File: src/rtl/vec_pkg.sv
// Shared definitions for the sequential vector controllers.
package vec_pkg;

  // Controller state, also used by sibling vector controllers.
  typedef enum logic [1:0] {
    IDLE = 2'd0,
    BUSY = 2'd1,
    DONE = 2'd2
  } state_t;

  // Element index width; at least one bit so a single-element build stays legal.
  function automatic int idx_width(input int len);
    return (len > 1) ? $clog2(len) : 1;
  endfunction

endpackage

File: src/rtl/adder.sv
// Plain WIDTH-bit adder. The carry-out is dropped, so the result wraps modulo 2^WIDTH.
module adder #(
  parameter int WIDTH = 32
) (
  input  logic [WIDTH-1:0] a,
  input  logic [WIDTH-1:0] b,
  output logic [WIDTH-1:0] sum
);

  assign sum = a + b;

endmodule

File: src/rtl/vector_add_seq.sv
// Element-wise vector adder. A single shared adder handles one element per
// cycle. Operands are captured on accept and the sum is held until it is taken.
module vector_add_seq
  import vec_pkg::*;
#(
  parameter int WIDTH = 32,
  parameter int LEN   = 8
) (
  input  logic                          clk,
  input  logic                          rst_n,
  input  logic                          in_valid,
  output logic                          in_ready,
  input  logic [WIDTH-1:0]              a [LEN],
  input  logic [WIDTH-1:0]              b [LEN],
  output logic                          out_valid,
  input  logic                          out_ready,
  output logic [WIDTH-1:0]              sum [LEN],
  output logic                          busy,
  output logic [idx_width(LEN)-1:0]     elem_idx
);

  localparam int            IW   = idx_width(LEN);
  localparam logic [IW-1:0] LAST = IW'(LEN - 1);

  state_t           state_r;
  logic [IW-1:0]    idx_r;
  logic [WIDTH-1:0] a_r   [LEN];
  logic [WIDTH-1:0] b_r   [LEN];
  logic [WIDTH-1:0] sum_r [LEN];
  logic             in_ready_r;
  logic             out_valid_r;
  logic             busy_r;

  logic [WIDTH-1:0] add_a_s;
  logic [WIDTH-1:0] add_b_s;
  logic [WIDTH-1:0] add_sum_s;

  // Route the current element's operands to the shared adder.
  always_comb begin
    add_a_s = a_r[idx_r];
    add_b_s = b_r[idx_r];
  end

  adder #(
    .WIDTH(WIDTH)
  ) u_adder (
    .a  (add_a_s),
    .b  (add_b_s),
    .sum(add_sum_s)
  );

  // Controller: accept operands, sum one element per cycle, then hold the result until it is taken.
  always_ff @(posedge clk) begin
    if (!rst_n) begin
      state_r     <= IDLE;
      idx_r       <= {IW{1'b0}};
      in_ready_r  <= 1'b1;
      out_valid_r <= 1'b0;
      busy_r      <= 1'b0;
      for (int i = 0; i < LEN; i++) begin
        a_r[i]   <= {WIDTH{1'b0}};
        b_r[i]   <= {WIDTH{1'b0}};
        sum_r[i] <= {WIDTH{1'b0}};
      end
    end else begin
      case (state_r)
        IDLE: begin
          if (in_valid) begin
            a_r        <= a;
            b_r        <= b;
            idx_r      <= {IW{1'b0}};
            state_r    <= BUSY;
            in_ready_r <= 1'b0;
            busy_r     <= 1'b1;
          end
        end
        BUSY: begin
          sum_r[idx_r] <= add_sum_s;
          if (idx_r == LAST) begin
            idx_r       <= {IW{1'b0}};
            state_r     <= DONE;
            out_valid_r <= 1'b1;
          end else begin
            idx_r <= idx_r + IW'(1);
          end
        end
        DONE: begin
          if (out_ready) begin
            state_r     <= IDLE;
            out_valid_r <= 1'b0;
            in_ready_r  <= 1'b1;
            busy_r      <= 1'b0;
          end
        end
        default: begin
          state_r     <= IDLE;
          idx_r       <= {IW{1'b0}};
          in_ready_r  <= 1'b1;
          out_valid_r <= 1'b0;
          busy_r      <= 1'b0;
        end
      endcase
    end
  end

  assign in_ready  = in_ready_r;
  assign out_valid = out_valid_r;
  assign busy      = busy_r;
  assign elem_idx  = idx_r;
  assign sum       = sum_r;

endmodule

File: config.mk
export PLATFORM = sky130hd
export DESIGN_NAME = vector_add_seq
export DESIGN_NICKNAME = d
export VERILOG_FILES = /design/src/rtl/vec_pkg.sv /design/src/rtl/adder.sv /design/src/rtl/vector_add_seq.sv
export SDC_FILE = /design/constraint.sdc
export NUM_CORES = 2
export LEC_CHECK = 0
export CAP_MARGIN = 40
export CORE_AREA = 2 2 300 302
export DETAILED_ROUTE_END_ITERATION = 10
export DIE_AREA = 0 0 302 304
export PLACE_DENSITY_LB_ADDON = 0.3
export SYNTH_ARGS = -nofsm -noshare
export SYNTH_HDL_FRONTEND = slang
export SYNTH_SLANG_ARGS = --single-unit
File: constraint.sdc
create_clock -name clk -period 4.6 [get_ports clk]
set_input_delay 0.92 -clock clk [delete_from_list [all_inputs] [get_ports clk]]
set_output_delay 0.92 -clock clk [all_outputs]
set_load 0.01 [all_outputs]
* Yosys cells after proc, flatten, opt, wreduce, memory -nomap -nowiden
Cells that the tools add are included.
** Storage, ports and cells
- Bits in registers :: 776
- Input port bits :: 516
** Operators by class
- Add/sub/neg operators :: 2
- $lt $le $gt $ge :: 2
- Equal/unequal tests :: 6
- Muxes and demuxes :: 24
- Bitwise logic cells :: 4
- Reductions and logical operators :: 7
** Operators by type and width (number)
- bitwise mux 256 bit :: 1
- binary-select mux 32 bit (select 3 bit) :: 2
- 2-to-1 mux 32 bit :: 5
- demux 32 bit (select 3 bit) :: 1
- adder 32 bit :: 1
- case mux 1 bit (3 select lines) :: 3
- case mux 3 bit (3 select lines) :: 1
- AND reduction 3 bit :: 3
- 2-to-1 mux 2 bit :: 3
- 2-to-1 mux 3 bit :: 2
- inequality test 2 bit, second input constant :: 3
- case mux 2 bit (3 select lines) :: 1
- 2-to-1 mux 1 bit :: 5
- >= comparator 4 bit, second input constant :: 1
- less-than comparator 4 x 1 -> 1 bit, second input constant :: 1
- NOT 3 -> 4 bit :: 1
- AND reduction 2 bit :: 2
- adder 3 x 1 -> 3 bit, second input constant :: 1
- equality test 3 bit, second input constant :: 1
- NOT 1 bit :: 3
- equality test 2 x 1 -> 1 bit, second input constant :: 1
- equality test 2 bit, second input constant :: 1
- zero test 2 bit :: 1
- logical AND 1 bit :: 1

* Logic depth before layout (Yosys ltp)
- Depth after elaboration :: 6
- Mapped depth :: 18
- Gate-level depth less buffers :: 14

* By module
From an unflattened synthesis, not the netlist that was laid out.
** Unflattened totals
- Cells, all modules :: 4187
- Area, all modules :: 35851.9 um^2
** By module, submodules not included
- vector_add_seq :: times used 1, cells each 3966, area an instance 34250.3 um^2, seq. area each 15534.9 um^2
- adder :: times used 1, cells each 221, area an instance 1601.5 um^2, seq. area each 0.0 um^2

* Least setup slack after synthesis
OpenSTA, ideal clock, no wires.
- Path kind :: register to register
- Start :: register idx_r[1] (netlist: elem_idx[1])
- End :: register sum_r (netlist bit sum[126])
- Library setup time :: 0.096 ns
- Arrival time :: 3.983 ns
- Path slack :: 0.521 ns
- Stages on the path, launching flop included :: 18
- Path buffers :: 4
- Period minus slack after synthesis :: 4.079 ns
- Cells stage by stage :: dfxtp_1 > buf_2 > buf_2 > nor3_1 > clkbuf_1 > a22oi_1 > nand4_1 > ha_1 > inv_1 > fa_1 > nor2b_1 > o211ai_1 > a31oi_1 > a31o_2 > and4b_1 > clkbuf_2 > nor2_1 > o311ai_1
** Between the ends
- Longest elaborated chain between the ends :: 6
** Ends and longest elaborated chain
- from (decl) :: RTL line vector_add_seq.sv:26 : logic [IW-1:0] idx_r;
- from (signal assigned) :: RTL line vector_add_seq.sv:56 : idx_r <= {IW{1'b0}};
- from (signal assigned) :: RTL line vector_add_seq.sv:71 : idx_r <= {IW{1'b0}};
- from (signal assigned) :: RTL line vector_add_seq.sv:80 : idx_r <= {IW{1'b0}};
- NOT 3 -> 4 bit (not written as such) * :: RTL line vector_add_seq.sv:40, vector_add_seq.sv:41, vector_add_seq.sv:78
- binary-select mux 32 bit (select 3 bit) (tied with other cells) :: RTL line vector_add_seq.sv:40 : add_a_s = a_r[idx_r];
- 2-to-1 mux 32 bit (not written as such) (tied with other cells) :: RTL line vector_add_seq.sv:40
- 2-to-1 mux 32 bit, on equally long branches :: RTL line vector_add_seq.sv:40, vector_add_seq.sv:78, vector_add_seq.sv:41
- adder 32 bit / demux 32 bit (select 3 bit) (equally long branches) :: RTL line adder.sv:10, vector_add_seq.sv:78
- bitwise mux 256 bit * :: RTL line vector_add_seq.sv:78 : sum_r[idx_r] <= add_sum_s;
- to (signal, indexed assignment) :: RTL line vector_add_seq.sv:63 : sum_r[i] <= {WIDTH{1'b0}};
- to (signal, indexed assignment) :: RTL line vector_add_seq.sv:78
- to (decl) :: RTL line vector_add_seq.sv:29 : logic [WIDTH-1:0] sum_r [LEN];
Every way passes the cells marked *; elsewhere a longest branch is shown, timed or not. The select of a mux whose other input is x is not followed.
A chain may end at the register's enable or synchronous reset.

* Final worst setup path
- Start :: register idx_r[2] (netlist: elem_idx[2])
- End :: register sum_r (netlist bit sum[94])
The elaborated chain is that of the path after synthesis.

==> metrics.txt <==
clk_skew=0.0347 ns; fin crit share=0.961; WL final=138 mm; Max Cap Viol=0; sequential share of the synthesized area=0.497; Worst setup EP type=register; GRT overflow=0; Chip Width=302 um; largest family of logic cells by synthesized area=compound AO/OA/AOI/OAI gates; number of I/O pins=778; drt pass-1 iters=6; maximum vdd drop=280 uV; IO buf count=777; WS Path Type=reg -> reg; final core utilization=0.488; crit start category=register; vias in the first global route=29.9k; initial antenna violation count=40; clock power share=0.433; Post-CTS Setup Bufs=0; sequential share of power=0.436; DRC=0; Clock transition at path regs=0.06 ns; Core Area=0.0890 mm^2; layout cells sized above 1=0.0619; worst hold path type=reg -> reg; Post-synth EDFFs=0; final setup margin=0.181 ns; mux cell area share after synthesis=0.00569; slew margin rel.=0.434; max-slew violations=0; H-tree depth=3; unrepaired setup endpoints after global routing=no; outcome=completed; clk_lat worst skew=0.66 ns; Post-DRT Antenna Nets=0; # setup viols final=0; vias per cell=5.40; NetSw=4.46 mW; via count=31.8k; ys async rst share=0; GP Congestion=0.912; Syn Area/Cell=7.84 um^2; relative area change from synthesis to final layout=39.2%; first-pass GRT wire length=197 mm; Gate Count Post-Synth=3983; Root Driver=clkbuf_16; CTS tree=built; xor/xnor share of the synthesized area=0.00557; row count=110; Switching Share=0.269; fmax=226 MHz; CTS Buf Count=83; Reg2Reg Setup Slack=0.18 ns; CP arrival=4.95 ns; Die Y=304 um; Net Count, Synth=4533; Initial Utilization=0.351; # hold bufs at CTS=0; final non-filler cell total=5888; pin count of the biggest net entering global routing=182; Sink Count=776; WL/cell=23.5 um; worst-margin pin slew=0.848 ns; synthesized area=0.0312 mm^2; # nets final=5170; Comb power frac=0.131; Tmin final=4.42 ns; Cell Pwr Density=381 mW/mm^2; #FFs+latches synth=776; dominant synthesized flop cell=dfxtp_1; Post-Synth Simple-Gate Area=0.217; Setup WS pre-CTS=0.114 ns; critical path peak fanout=54; Synth cell types=68; die area=0.0918 mm^2; Synth Area in Adders=0.0139; Syn. warnings=0; leak pwr=15.6 nW; post-DP HPWL=102 mm; 1st-iter DRT viols=3109; setup_tns=0 ns; fill cell count=8768; Int Power=12.1 mW; Worst EP required=5.13 ns; Clock Path Buffers=3; Final Hold Violating Endpoints=0; Compound-Gate Fraction of Synth Area=0.218; placed insts=5711; All-Layer GR Usage=0.288
## Yosys cell counts, types with 5 or more instances
cell type / count / share of area
o21ai_1: 74 / 0.012
nand4_1: 80 / 0.016
xnor2_1: 9 / 0.0025
or4_1: 8 / 0.0019
buf_2: 15 / 0.0024
o211ai_1: 15 / 0.0036
nand2_1: 1233 / 0.15
ha_1: 33 / 0.013
a21oi_1: 663 / 0.11
mux2i_1: 8 / 0.0026
inv_1: 11 / 0.0013
or3_1: 16 / 0.0032
a211oi_1: 30 / 0.0072
nand3_1: 121 / 0.019
and2_1: 22 / 0.0044
nor3_1: 12 / 0.0019
and3_1: 6 / 0.0012
clkbuf_1: 309 / 0.037
o21ai_0: 17 / 0.0027
xor2_1: 9 / 0.0025
nor2_1: 126 / 0.015
o31ai_1: 9 / 0.0022
dfxtp_1: 776 / 0.50
a31oi_1: 11 / 0.0022
o21a_1: 8 / 0.0019
o311ai_1: 20 / 0.0056
a21o_1: 16 / 0.0038
and4_1: 5 / 0.0014
nor3b_1: 6 / 0.0014
a22oi_1: 249 / 0.060
## power by group through the flow
stage	registers, mW	logic (mW)	clock network (mW)
global placement	7.37	2.14	0
floorplan	7.30	1.01	0
finish	7.23	2.17	7.17
global route	7.25	2.34	7.53
detailed placement	7.37	2.16	0
CTS	7.22	2.16	7.26
## cells in the final DEF, fill, tap and decap left out, types with 15 or more instances in the layout
| master | count |
|---|---|
| buf_12 | 26 |
| or3_1 | 16 |
| o21ai_1 | 74 |
| dfxtp_1 | 773 |
| clkbuf_8 | 17 |
| nand4_1 | 80 |
| nand2_1 | 1225 |
| a21o_1 | 16 |
| clkbuf_16 | 83 |
| a211oi_1 | 30 |
| and2_1 | 22 |
| clkdlybuf4s50_1 | 776 |
| a22oi_1 | 249 |
| clkinv_2 | 17 |
| a21oi_1 | 663 |
| ha_1 | 33 |
| o211ai_1 | 15 |
| nor2_1 | 123 |
| o311ai_1 | 19 |
| nand3_1 | 120 |
| buf_4 | 78 |
| o21ai_0 | 17 |
| diode_2 | 26 |
## registers in the layout, summed over array words and instances, names as in the netlist
name / count
a_r: 256
b_r: 256
busy: 1
elem_idx: 3
in_ready: 1
out_valid: 1
state_r: 2
sum: 256
## metal layers
metal | part of all wire | vias to the layer above | track usage
li1 | - | 15000 | -
met1 | 0.41 | 15100 | 0.364
met2 | 0.48 | 1352 | 0.481
met3 | 0.071 | 240 | 0.0545
met4 | 0.036 | 18 | 0.113
met5 | 0.00088 | - | 0
## kinds of logic after synthesis
family | after synthesis
buffers and inverters | 344
adder cells (fa/ha/maj) | 34
AND/OR/NAND/NOR | 1648
AO/OA/AOI/OAI | 1149
multiplexers | 13
XOR/XNOR | 19
flip-flops | 776
## worst paths after layout
| kind | from | end | depth (start not counted) |
|---|---|---|---|
| worst max-delay path | elem_idx[2]$_SDFFE_PN0P_ | sum[94]$_SDFFE_PN0P_ | 16 |
| worst min-delay path | b_r[255]$_SDFFE_PN0P_ | b_r[255]$_SDFFE_PN0P_ | 2 |
| worst max register to register | elem_idx[2]$_SDFFE_PN0P_ | sum[94]$_SDFFE_PN0P_ | 16 |
| worst min register to register | b_r[255]$_SDFFE_PN0P_ | b_r[255]$_SDFFE_PN0P_ | 2 |
## what timing repair did
action                                 4_1_cts  5_1_grt
endpoints found under the hold margin        0        0
setup endpoints to repair                    0       17
resized for setup                            0        6
## cell type report
cell class / instances / area, um^2 / share of cell area
Antenna cell: 26 / 65.1 / 0.00150
Clock buffer: 109 / 2340 / 0.0539
Clock inverter: 42 / 604 / 0.0139
Inverter: 14 / 60.1 / 0.00138
Multi-Input combinational cell: 2863 / 14500 / 0.333
Sequential cell: 776 / 15500 / 0.357
Tap cell: 1176 / 1470 / 0.0338
Timing Repair Buffer: 882 / 8910 / 0.205
## critical path, stage by stage (launching register included)
cell and delay, ns:
dfxtp_2 0.47, inv_2 0.16, nor3b_2 0.36, buf_12 0.34, a22oi_1 0.12, nand4_1 0.18
ha_1 0.23, inv_1 0.07, fa_1 0.40, nor2b_1 0.19, o211ai_1 0.13, a31oi_1 0.18
buf_4 0.16, a31o_2 0.29, and4b_2 0.41, nor2_1 0.19, o311ai_1 0.32
## stage by stage
stage	area, um^2	power (mW)	hold WS, ns
global route	43500	17.1	0.470
CTS	43400	16.7	0.454
detailed placement	40500	9.53	0.446
floorplan	31200	8.31	0.432
global placement	40300	9.51	0.441
finish	43500	16.6	0.452
(Power assumes the default switching activity.)
